<file path="config.mk">
export PLATFORM = sky130hd
export DESIGN_NAME = frame_mux_packer_flat
export DESIGN_NICKNAME = d
export VERILOG_FILES = /design/src/rtl/frame_mux_packer_pkg.sv /design/src/rtl/frame_mux_packer_if.sv /design/src/rtl/frame_mux_packer_rr_arbiter.sv /design/src/rtl/frame_mux_packer.sv /design/src/flat_wrapper.sv
export SDC_FILE = /design/constraint.sdc
export NUM_CORES = 1
export LEC_CHECK = 0
export BUFFER_PORTS_ARGS = -buffer_cell sky130_fd_sc_hd__buf_2
export CORE_MARGIN = 5
export CORE_UTILIZATION = 55
export DETAILED_ROUTE_END_ITERATION = 16
export GPL_TIMING_DRIVEN = 0
export HOLD_SLACK_MARGIN = 0.03
export PLACE_DENSITY = 0.9
export SLEW_MARGIN = 20
export SYNTH_ARGS = -nofsm -noshare
export SYNTH_HDL_FRONTEND = slang
export SYNTH_SLANG_ARGS = --single-unit
</file>
<file path="constraint.sdc">
create_clock -name sys_clk -period 8.39 [get_ports sys_clk]
set_clock_uncertainty 0.05 [all_clocks]
set_input_delay 0.4195 -clock sys_clk [delete_from_list [all_inputs] [get_ports sys_clk]]
set_output_delay 0.4195 -clock sys_clk [all_outputs]
set_load 0.1 [all_outputs]
</file>
<file path="src/rtl/frame_mux_packer_pkg.sv">
// Shared definitions for the multi-channel frame packer: header constants,
// FSM state encoding and the header word layout.
package frame_pack_pkg;

  localparam logic [31:0] MAGIC_DEFAULT    = 32'h53544B32;
  localparam logic [31:0] PAD_WORD_DEFAULT = 32'hDEADDEAD;

  localparam int CH_W   = 4;
  localparam int SEQ_W  = 8;
  localparam int SIZE_W = 16;

  typedef enum logic [2:0] {
    IDLE,
    HDR0,
    HDR1,
    DATA,
    PAD,
    DONE
  } state_t;

  function automatic logic [31:0] hdr1_word(input logic [CH_W-1:0]   ch,
                                            input logic [SEQ_W-1:0]  seq,
                                            input logic [SIZE_W-1:0] size);
    return {4'b0000, ch, seq, size};
  endfunction

endpackage

</file>
<file path="src/rtl/frame_mux_packer_if.sv">
// Packet output stream of the frame packer: data, framing, length and the
// downstream ready that closes the handshake.
interface frame_mux_packer_if #(
  parameter int DW   = 32,
  parameter int LENW = 16
);
  logic [DW-1:0]   out_data;
  logic            out_vld;
  logic            out_sop;
  logic            out_eop;
  logic            out_rdy;
  logic [LENW+1:0] pkt_len;

  modport master (
    output out_data, out_vld, out_sop, out_eop, pkt_len,
    input  out_rdy
  );

  modport slave (
    input  out_data, out_vld, out_sop, out_eop, pkt_len,
    output out_rdy
  );
endinterface

</file>
<file path="src/rtl/frame_mux_packer_rr_arbiter.sv">
// Round-robin arbiter: searches the request vector starting after the last
// granted index; the pointer moves only when the grant is taken.
module rr_arbiter #(
  parameter  int N  = 4,
  localparam int IW = (N > 1) ? $clog2(N) : 1
) (
  input  logic          clk,
  input  logic          rst_n,
  input  logic [N-1:0]  req,
  input  logic          advance,
  output logic [N-1:0]  grant,
  output logic [IW-1:0] index
);

  logic [IW-1:0] last_q, last_d;

  always_comb begin : pick
    int            idx;
    logic [IW-1:0] pos;
    logic          found;
    grant = '0;
    index = '0;
    found = 1'b0;
    idx   = 0;
    pos   = '0;
    for (int i = 1; i <= N; i++) begin
      idx = int'(last_q) + i;
      if (idx >= N) idx = idx - N;
      pos = IW'(idx);
      if (!found && req[pos]) begin
        found      = 1'b1;
        grant[pos] = 1'b1;
        index      = pos;
      end
    end
  end

  always_comb begin
    last_d = last_q;
    if (advance) last_d = index;
  end

  // Pointer starts on the last channel so channel 0 wins first after reset.
  always_ff @(posedge clk or negedge rst_n) begin
    if (!rst_n) last_q <= IW'(N - 1);
    else        last_q <= last_d;
  end

endmodule

</file>
<file path="src/rtl/frame_mux_packer.sv">
// Multi-channel frame packer: latches frame announcements, arbitrates
// round-robin and emits header-prefixed packets, padding stalled sources.
module frame_mux_packer
  import frame_pack_pkg::*;
#(
  parameter int          NCH      = 4,
  parameter int          DW       = 32,
  parameter int          LENW     = 16,
  parameter logic [DW-1:0] MAGIC    = DW'(MAGIC_DEFAULT),
  parameter logic [DW-1:0] PAD_WORD = DW'(PAD_WORD_DEFAULT),
  parameter int          TIMEOUT  = 1024
) (
  input  logic                sys_clk,
  input  logic                rst_n,
  input  logic [NCH-1:0]      i_ch_en,
  input  logic [NCH-1:0]      i_frame_ready,
  input  logic [NCH*LENW-1:0] i_frame_size,
  input  logic [NCH*DW-1:0]   i_in_data,
  input  logic [NCH-1:0]      i_in_vld,
  output logic [NCH-1:0]      o_in_rdy,
  frame_mux_packer_if.master  out_if,
  output logic [7:0]          o_drop_cnt,
  output logic                o_err_pad
);

  localparam int IW = (NCH > 1) ? $clog2(NCH) : 1;
  localparam int TW = $clog2(TIMEOUT + 1);

  state_t          state_q, state_d;
  logic [NCH-1:0]  ready_prev_q;
  logic [NCH-1:0]  pending_q, pending_d;
  logic [LENW-1:0] size_q [NCH];
  logic [LENW-1:0] size_d [NCH];
  logic [7:0]      seq_q [NCH];
  logic [7:0]      seq_d [NCH];
  logic [7:0]      drop_cnt_q, drop_cnt_d;
  logic [IW-1:0]   ch_q, ch_d;
  logic [LENW-1:0] cur_size_q, cur_size_d;
  logic [LENW-1:0] remaining_q, remaining_d;
  logic [7:0]      cur_seq_q, cur_seq_d;
  logic [TW-1:0]   idle_q, idle_d;
  logic            err_pad_q, err_pad_d;

  logic [NCH-1:0]  rise, req, grant;
  logic [IW-1:0]   grant_idx;
  logic            advance;
  logic [DW-1:0]   sel_data;
  logic            sel_vld;
  logic [LENW-1:0] grant_size;
  logic [7:0]      grant_seq;
  logic [LENW+1:0] pkt_len_w;

  assign rise    = i_frame_ready & ~ready_prev_q;
  assign req     = pending_q & i_ch_en;
  assign advance = (state_q == IDLE) && (|req);

  rr_arbiter #(.N(NCH)) u_arb (
    .clk     (sys_clk),
    .rst_n   (rst_n),
    .req     (req),
    .advance (advance),
    .grant   (grant),
    .index   (grant_idx)
  );

  always_comb begin
    sel_data   = '0;
    sel_vld    = 1'b0;
    grant_size = '0;
    grant_seq  = '0;
    for (int k = 0; k < NCH; k++) begin
      if (ch_q == IW'(k)) begin
        sel_data = i_in_data[k*DW +: DW];
        sel_vld  = i_in_vld[k];
      end
      if (grant_idx == IW'(k)) begin
        grant_size = size_q[k];
        grant_seq  = seq_q[k];
      end
    end
  end

  // A grant frees its pending slot first, so an edge on the same cycle
  // re-arms the channel instead of counting as a drop.
  always_comb begin
    pending_d  = pending_q;
    size_d     = size_q;
    seq_d      = seq_q;
    drop_cnt_d = drop_cnt_q;
    for (int k = 0; k < NCH; k++) begin
      if (advance && grant[k]) pending_d[k] = 1'b0;
      if (rise[k] && i_ch_en[k]) begin
        if (pending_d[k]) begin
          if (drop_cnt_d != 8'hFF) drop_cnt_d = drop_cnt_d + 8'd1;
        end else begin
          pending_d[k] = 1'b1;
          size_d[k]    = i_frame_size[k*LENW +: LENW];
        end
      end
      if (!i_ch_en[k]) pending_d[k] = 1'b0;
      if (state_q == DONE && ch_q == IW'(k)) seq_d[k] = cur_seq_q + 8'd1;
    end
  end

  assign pkt_len_w = ({2'b00, cur_size_q} + (LENW+2)'(2)) << 2;

  always_comb begin
    state_d         = state_q;
    ch_d            = ch_q;
    cur_size_d      = cur_size_q;
    cur_seq_d       = cur_seq_q;
    remaining_d     = remaining_q;
    idle_d          = idle_q;
    err_pad_d       = err_pad_q;
    out_if.out_data = '0;
    out_if.out_vld  = 1'b0;
    out_if.out_sop  = 1'b0;
    out_if.out_eop  = 1'b0;
    out_if.pkt_len  = '0;
    o_in_rdy        = '0;
    case (state_q)
      IDLE: begin
        idle_d = '0;
        if (advance) begin
          ch_d       = grant_idx;
          cur_size_d = grant_size;
          cur_seq_d  = grant_seq;
          state_d    = HDR0;
        end
      end
      HDR0: begin
        out_if.out_data = MAGIC;
        out_if.out_vld  = 1'b1;
        out_if.out_sop  = 1'b1;
        out_if.pkt_len  = pkt_len_w;
        if (out_if.out_rdy) state_d = HDR1;
      end
      HDR1: begin
        out_if.out_data = DW'(hdr1_word(CH_W'(ch_q), cur_seq_q, SIZE_W'(cur_size_q)));
        out_if.out_vld  = 1'b1;
        out_if.out_eop  = (cur_size_q == '0);
        if (out_if.out_rdy) begin
          remaining_d = cur_size_q;
          idle_d      = '0;
          state_d     = (cur_size_q == '0) ? DONE : DATA;
        end
      end
      DATA: begin
        out_if.out_data = sel_data;
        out_if.out_vld  = sel_vld;
        out_if.out_eop  = sel_vld && (remaining_q == LENW'(1));
        for (int k = 0; k < NCH; k++) begin
          if (ch_q == IW'(k)) o_in_rdy[k] = out_if.out_rdy;
        end
        // Only cycles with no valid word count towards the stall timeout.
        if (sel_vld && out_if.out_rdy) begin
          idle_d      = '0;
          remaining_d = remaining_q - LENW'(1);
          if (remaining_q == LENW'(1)) state_d = DONE;
        end else if (!sel_vld) begin
          if (idle_q == TW'(TIMEOUT - 1)) begin
            idle_d    = '0;
            err_pad_d = 1'b1;
            state_d   = PAD;
          end else begin
            idle_d = idle_q + TW'(1);
          end
        end
      end
      PAD: begin
        out_if.out_data = PAD_WORD;
        out_if.out_vld  = 1'b1;
        out_if.out_eop  = (remaining_q == LENW'(1));
        if (out_if.out_rdy) begin
          remaining_d = remaining_q - LENW'(1);
          if (remaining_q == LENW'(1)) state_d = DONE;
        end
      end
      DONE: state_d = IDLE;
      default: state_d = IDLE;
    endcase
  end

  always_ff @(posedge sys_clk or negedge rst_n) begin
    if (!rst_n) begin
      state_q      <= IDLE;
      ready_prev_q <= '0;
      pending_q    <= '0;
      for (int k = 0; k < NCH; k++) begin
        size_q[k] <= '0;
        seq_q[k]  <= '0;
      end
      drop_cnt_q  <= '0;
      ch_q        <= '0;
      cur_size_q  <= '0;
      cur_seq_q   <= '0;
      remaining_q <= '0;
      idle_q      <= '0;
      err_pad_q   <= 1'b0;
    end else begin
      state_q      <= state_d;
      ready_prev_q <= i_frame_ready;
      pending_q    <= pending_d;
      size_q       <= size_d;
      seq_q        <= seq_d;
      drop_cnt_q   <= drop_cnt_d;
      ch_q         <= ch_d;
      cur_size_q   <= cur_size_d;
      cur_seq_q    <= cur_seq_d;
      remaining_q  <= remaining_d;
      idle_q       <= idle_d;
      err_pad_q    <= err_pad_d;
    end
  end

  assign o_drop_cnt = drop_cnt_q;
  assign o_err_pad  = err_pad_q;

endmodule

</file>
<file path="src/flat_wrapper.sv">
// flat-port wrapper written by rule: the top's interface ports become plain ports
module frame_mux_packer_flat import frame_pack_pkg::*;
#(
  parameter int          NCH      = 4,
  parameter int          DW       = 32,
  parameter int          LENW     = 16,
  parameter logic [DW-1:0] MAGIC    = DW'(MAGIC_DEFAULT),
  parameter logic [DW-1:0] PAD_WORD = DW'(PAD_WORD_DEFAULT),
  parameter int          TIMEOUT  = 1024
)
  (sys_clk, rst_n, i_ch_en, i_frame_ready, i_frame_size, i_in_data, i_in_vld, o_in_rdy, o_drop_cnt, o_err_pad, out_if_out_data, out_if_out_vld, out_if_out_sop, out_if_out_eop, out_if_pkt_len, out_if_out_rdy);
  frame_mux_packer_if #(.DW(DW), .LENW(LENW)) out_if_i ();
  input  logic sys_clk;
  input  logic rst_n;
  input  logic [NCH-1:0] i_ch_en;
  input  logic [NCH-1:0] i_frame_ready;
  input  logic [NCH*LENW-1:0] i_frame_size;
  input  logic [NCH*DW-1:0] i_in_data;
  input  logic [NCH-1:0] i_in_vld;
  output logic [NCH-1:0] o_in_rdy;
  output logic [7:0] o_drop_cnt;
  output logic o_err_pad;
  output wire logic [$bits(out_if_i.out_data)-1:0] out_if_out_data;
  output wire logic [$bits(out_if_i.out_vld)-1:0] out_if_out_vld;
  output wire logic [$bits(out_if_i.out_sop)-1:0] out_if_out_sop;
  output wire logic [$bits(out_if_i.out_eop)-1:0] out_if_out_eop;
  output wire logic [$bits(out_if_i.pkt_len)-1:0] out_if_pkt_len;
  input wire logic [$bits(out_if_i.out_rdy)-1:0] out_if_out_rdy;
  assign out_if_out_data = out_if_i.out_data;
  assign out_if_out_vld = out_if_i.out_vld;
  assign out_if_out_sop = out_if_i.out_sop;
  assign out_if_out_eop = out_if_i.out_eop;
  assign out_if_pkt_len = out_if_i.pkt_len;
  assign out_if_i.out_rdy = out_if_out_rdy;
  frame_mux_packer #(.NCH(NCH), .DW(DW), .LENW(LENW), .MAGIC(MAGIC), .PAD_WORD(PAD_WORD), .TIMEOUT(TIMEOUT)) u_core (.sys_clk(sys_clk), .rst_n(rst_n), .i_ch_en(i_ch_en), .i_frame_ready(i_frame_ready), .i_frame_size(i_frame_size), .i_in_data(i_in_data), .i_in_vld(i_in_vld), .o_in_rdy(o_in_rdy), .out_if(out_if_i), .o_drop_cnt(o_drop_cnt), .o_err_pad(o_err_pad));
endmodule
</file>
# Yosys cells after proc, flatten, opt, wreduce, memory -nomap -nowiden

Cells that the tools add are included.

Add/subtract/negate cells: 16
$lt $le $gt $ge: 12
Eq/ne operators: 24
Mux-type cells: 100
Bitwise operators: 12
Reduce and logical (&&, ||, !) cells: 42

Operators by type and width:

| kind                    | number |
|---|---|
| $mux W32                | 4 |
| $mux W8                 | 16 |
| $pmux W32 S4            | 1 |
| $mux W16                | 7 |
| $pmux W16 S3            | 1 |
| $mux W11                | 4 |
| $add A8 B1 Y8 const B   | 5 |
| $pmux W11 S3            | 1 |
| $mux W1                 | 32 |
| $ne A8 B8 Y1 const B    | 4 |
| $mux W3                 | 9 |
| $logic_and A1 B1 Y1     | 22 |
| $mux W4                 | 5 |
| $mux W18                | 1 |
| $add A16 B2 Y16 const B | 1 |
| $eq A16 B1 Y1 const B   | 1 |
| $logic_not A16 Y1       | 1 |
| $mux W2                 | 8 |
| $sub A16 B1 Y16 const B | 1 |
| $pmux W3 S5             | 1 |
| $lt A2 B3 Y1 const B    | 4 |
| $or A4 B4 Y4            | 3 |
| $add A11 B1 Y11 const B | 1 |
| $eq A11 B10 Y1 const B  | 1 |
| 33 further kinds        | 72 |

Flip-flop bits (word level): 171
Output and inout bits: 66

# Logic depth before layout (Yosys ltp)

Word-level depth: 31
Depth in mapped cells: 28
Depth with buffers taken out: 24

# Cells and area by module

Synthesis repeated with hierarchy kept, for this count alone.

Cell total of the unflattened synthesis: 1,128
Area, all modules: 11,299.6 µm²

Modules (own cells, without submodules):

| module           | times used | cells each | area an instance (µm²) | seq. area each (µm²) |
|---|---|---|---|---|
| frame_mux_packer | 1          | 1,041      | 10,601.4               | 4,229.1 |
| rr_arbiter       | 1          | 87         | 698.2                  | 52.6 |

# Least setup slack after synthesis

OpenSTA, ideal clock, no wires.

Path kind: register -> register
Start: register u_core.u_arb.last_q[0]
End: register u_core.drop_cnt_q[6], in the netlist u_core.o_drop_cnt[6]
Library setup time: 119 ps
Arrival time: 5,932 ps
Required time: 8,221 ps
Setup slack: 2,289 ps
Cell stages (with the launch flop): 28
Path buffers: 4
Path through: dfstp_2 buf_2 inv_1 ha_1 clkbuf_1 a21boi_0 o2bb2ai_1 or4_4 o2111ai_2 buf_6 a21oi_1 nand2_1 nand2_1 ha_1 clkbuf_1 o21a_1 a31oi_2 mux2_2 ha_1 inv_1 a211oi_2 a31oi_1 xnor2_1 ha_1 nand4_1 nor4_2 nand4_1 nor2b_1

Cells in the longest elaborated chain, start to end: 31
Elaborated cells on any way between the ends: 85
Those cells by class: 11 x add/sub; 12 x order compare; 3 x eq/ne; 42 x mux; 3 x bitwise; 14 x reduce/logical

Ends and longest elaborated chain:

| element                                                                | RTL line                          | source |
|---|---|---|
| from (decl)                                                            | frame_mux_packer_rr_arbiter.sv:15 | `logic [IW-1:0] last_q, last_d;` |
| from (signal assigned)                                                 | frame_mux_packer_rr_arbiter.sv:45 | `if (!rst_n) last_q <= IW'(N - 1);` |
| from (signal assigned)                                                 | frame_mux_packer_rr_arbiter.sv:46 | `else last_q <= last_d;` |
| parallel branches: the longest is 14 deep, another holds $add A2 B1 Y3 | -                                 |  |
| $mux W4 (*)                                                            | frame_mux_packer_rr_arbiter.sv:30 | `if (!found && req[pos]) begin` |
| $logic_and A1 B1 Y1                                                    | frame_mux_packer.sv:91            | `if (advance && grant[k]) pending_d[k] = 1'b0;` |
| $mux W1                                                                | frame_mux_packer.sv:91            |  |
| $mux W8                                                                | frame_mux_packer.sv:93            | `if (pending_d[k]) begin` |
| $mux W8                                                                | frame_mux_packer.sv:92            | `if (rise[k] && i_ch_en[k]) begin` |
| $add A8 B1 Y8 or $ne A8 B8 Y1 (tied branches)                          | frame_mux_packer.sv:94            | `if (drop_cnt_d != 8'hFF) drop_cnt_d = drop_cnt_d + 8'd1;` |
| $mux W8                                                                | frame_mux_packer.sv:94            |  |
| [... 3 more ...]                                                       | -                                 |  |
| $mux W8                                                                | frame_mux_packer.sv:94            |  |
| $mux W8                                                                | frame_mux_packer.sv:93            |  |
| $mux W8                                                                | frame_mux_packer.sv:92            |  |
| $add A8 B1 Y8 or $ne A8 B8 Y1 (tied branches)                          | frame_mux_packer.sv:94            |  |
| $mux W8                                                                | frame_mux_packer.sv:94            |  |
| $mux W8                                                                | frame_mux_packer.sv:93            |  |
| $mux W8 (*)                                                            | frame_mux_packer.sv:92            |  |
| via u_core.drop_cnt_d[6]                                               | frame_mux_packer.sv:36            | `logic [7:0] drop_cnt_q, drop_cnt_d;` |
| to (signal assigned)                                                   | frame_mux_packer.sv:206           | `drop_cnt_q <= drop_cnt_d;` |
| to (decl)                                                              | frame_mux_packer.sv:36            |  |

Mark *: on every way through the listed nets, which the timed path passes. The select of a mux whose other input is x is not followed.
A chain may end at the register's enable or synchronous reset.

# Worst setup path after layout

Ends and elaborated chain as after synthesis.

==> reports/results.txt <==
The logs give 0 for the count of final max-slew check failures and 8.68 ns for the required arrival time at the worst endpoint. The overall die height was 155 um; the number of buffers inserted for hold repair after clock tree synthesis was 1. The first global-routing pass estimated 63.2 mm of wire.

The number of detailed-routing iterations run before antenna repair is 6, and the post-detailed-route DRC marker count is 0. For this run, the leading register cell type out of synthesis is sky130_fd_sc_hd__dfrtp_1. The smallest setup slack after layout is 1.05 ns. The total power density per cell area was 346 nW/um^2; the fraction of the core area covered by cells at the end of the flow was 66.9%. 273 I/O pins were placed.

The worst setup path is captured at a flop. The share of final-layout standard cells stronger than drive strength 1 came out at 30.2%. OpenSTA, run right after detailed placement, puts the worst setup slack at 1.17 ns. The initial antenna violation count is 2. In the synthesized netlist, the number of instances is 1,253. Counting flops with a built-in enable in the synthesized netlist gives 0. Data arrives at the worst endpoint at 7.64 ns. The synthesized area divided by synthesized cell count was 9.26 um^2; the global routing usage summed across all routing layers was 33.3%. The floorplan step set the die width to 155 um.

The clock net in this run drives a total of 171 sinks. The worst setup path is launched from a flop. Once the clock tree was built, the setup fixing pass inserted 0 buffers. In this run, the number of DRC markers left after iteration 0 of detailed routing was 1,252. For the final routed database, the setup TNS stands at 0 ns.

For this run, asynchronously set or reset flops after synthesis account for 100%. The highest attainable clock frequency is 136 MHz, and the total count of hold-check failures in the final report is 0. Final-stage net count: 1,766. Dividing the detail-routed via count by the number of cells gives 6.43. The number of buffers and inverters on the critical path is 6. The worst hold-check path type was primary input to flop.

In this run the cell area measured after placement is 13,300 um^2. Of all cell types, the one taking the most synthesized area is sky130_fd_sc_hd__dfrtp_1. Summed over all layers, the routed wires come to 40.8 mm. Leaving out fill and tap cells, the most frequent cell in the layout is sky130_fd_sc_hd__buf_2.

The area growth from synthesis to layout is 20.4%. In this run the core area contains 53 standard-cell rows. Sorting the synthesized cells by area gives the leading types as sky130_fd_sc_hd__dfrtp_1, sky130_fd_sc_hd__mux2_2, sky130_fd_sc_hd__mux4_2. Summing all flip-flop and latch instances after layout gives 4280 um^2.

Clock tree synthesis inserted a total of 17 buffers. After layout, the minimum clock period comes to 7.34 ns. In the layout the commonest cells are sky130_fd_sc_hd__buf_2, sky130_fd_sc_hd__dfrtp_1, sky130_fd_sc_hd__o21ai_0. The flow ran to the end, and the final reports show no timing, DRC or antenna violations.

After synthesis the cells add up to 11,600 um^2. The total of warnings raised by yosys is 0, and the number of distinct library cells after synthesis is 87. The final count of negative-setup-slack endpoints was 0; the max-capacitance violation count was 0.

In this run the critical register-to-register path is launched from u_core.u_arb.last_q[0]. The run gives 24,100 um^2 as the die area. Detailed placement finished with a half-perimeter wire length of 30.9 mm. Summing all multi-input logic gate instances after layout gives 6900 um^2. In this run the register-to-register setup slack is 1.05 ns. After filler insertion, the fill cell instance count of the layout stands at 1,531. Along the worst path, the maximum fanout reaches 10. Total power for the finished layout comes to 4830 uW. The aggregate global routing overflow was 0; the area share of the leading cell type in the synthesized netlist was 36.5%. The family with the most delay on the worst path was compound AO/OA/AOI/OAI gates. The synthesized design contains 171 register bits. The slowest stage of the critical path is the sky130_fd_sc_hd__dfstp_2 cell.

The worst-case IR drop observed on VDD is 0.250 mV. The routed layout has 11,800 vias. The weighted congestion reported at the end of routability-driven placement is 0.947. Maximum clock insertion buffer count: 2.

TritonCTS built the clock tree. The final routed wire length divided by cell count was 22.3 um. Port buffering added 266 buffers. For the maximum number of pins on one net before global-route repair, the log shows 75.

Source of the critical timing path: u_core.u_arb.last_q[0]. The transition time at the pin with the least slew margin is 0.967 ns, and the area inside the core boundary is 20,900 um^2. The clock latency at the later pin of the worst-skew pair is 0.45 ns. After routing the design area is 14,000 um^2. The leakage dissipation came out at 0.00615 uW. Clock-pin slew was measured on the worst setup and hold paths at 0.07 ns.

H-tree level count: 4. Setup repair after global routing left no endpoint under its margin. The count of nets left with antenna violations once routing finished came out at 0. In this run the most critical hold path is launched from i_frame_ready[3]. Of the synthesized area, sequential elements account for 36.9%. The effective utilization at floorplan is 55.5%.

Via count of the first global-routing pass: 11,900. Critical path start-end classification: flop to flop. The worst slew margin relative to its limit was 35.5%. In this design, the stage delay of the slowest critical-path cell is 0.65 ns. The tools report the root cell of the clock tree as sky130_fd_sc_hd__clkbuf_16.

The cell repeated most along the worst path is sky130_fd_sc_hd__ha_1. The final worst-path cycle share works out to 87.5%. Gates resized during post-CTS repair numbered 0.
-- cells by family after synthesis --
group	synth area share (%)
other	0.0323
DFF	36.9
AOI/OAI and AO/OA	17.2
and+or+nand+nor	17.4
buffers and inverters	3.62
adders and majority gates	1.83
xor gates and xnor gates	2.49
muxes	20.6
-- cells in the mapped netlist (18+ instances only) --
cell type,number
sky130_fd_sc_hd__nor3_1,22
sky130_fd_sc_hd__mux2i_1,48
sky130_fd_sc_hd__mux2_2,95
sky130_fd_sc_hd__nand2_1,133
sky130_fd_sc_hd__mux4_2,34
sky130_fd_sc_hd__nand3_1,39
sky130_fd_sc_hd__dfrtp_1,169
sky130_fd_sc_hd__clkbuf_1,65
sky130_fd_sc_hd__a21oi_1,81
sky130_fd_sc_hd__xnor2_1,18
sky130_fd_sc_hd__o21ai_0,134
sky130_fd_sc_hd__nor2_1,112
-- worst paths after layout --
kind                       depth (start not counted)                      to
max reg2reg                                       27    u_core.o_drop_cnt[6]
min reg2reg                                        1        u_core.idle_q[9]
min                                                1  u_core.ready_prev_q[3]
max in group asynchronous                          4   u_core.remaining_q[6]
max                                               27    u_core.o_drop_cnt[6]
min in group asynchronous                          2       u_core.size_q[37]
-- sequential cells by signal, indices dropped and copies added, names as in the netlist --
register,cells
u_core.idle_q,11
u_core.cur_seq_q,8
u_core.seq_q,32
u_core.state_q,3
u_core.o_err_pad,1
u_core.ready_prev_q,4
u_core.u_arb.last_q,2
u_core.size_q,64
u_core.pending_q,4
u_core.remaining_q,16
u_core.cur_size_q,16
u_core.ch_q,2
u_core.o_drop_cnt,8
-- cell type report --
type | instances | share of cell area (%)
Antenna cell | 2 | 0.0358
Timing Repair Buffer | 269 | 10.1
Tap cell | 275 | 2.46
Sequential cell | 171 | 30.7
Clock buffer | 18 | 3.14
Inverter | 17 | 0.457
Multi-Input combinational cell | 980 | 49.4
Buffer | 86 | 2.56
Clock inverter | 14 | 1.23
-- stage by stage --
step	hold slack [ns]	instances
CTS	0.0359	1830
global route	0.0381	1831
global placement	0.406	1795
floorplan	0.0739	1254
detailed placement	0.267	1797
finish	0.0366	1832
-- per-layer routing --
metal | global-route usage, % | share of wire, %
met4 | 19.4 | 6.5
met5 | 0 | 0.049
met2 | 55.4 | 48
met1 | 38.6 | 36
met3 | 9.07 | 9.8
-- where the power goes --
group	switching, uW	internal, uW
logic	1960	743
clock network	394	437
registers	258	1040
Note: power is estimated with default switching activity, not from simulation.
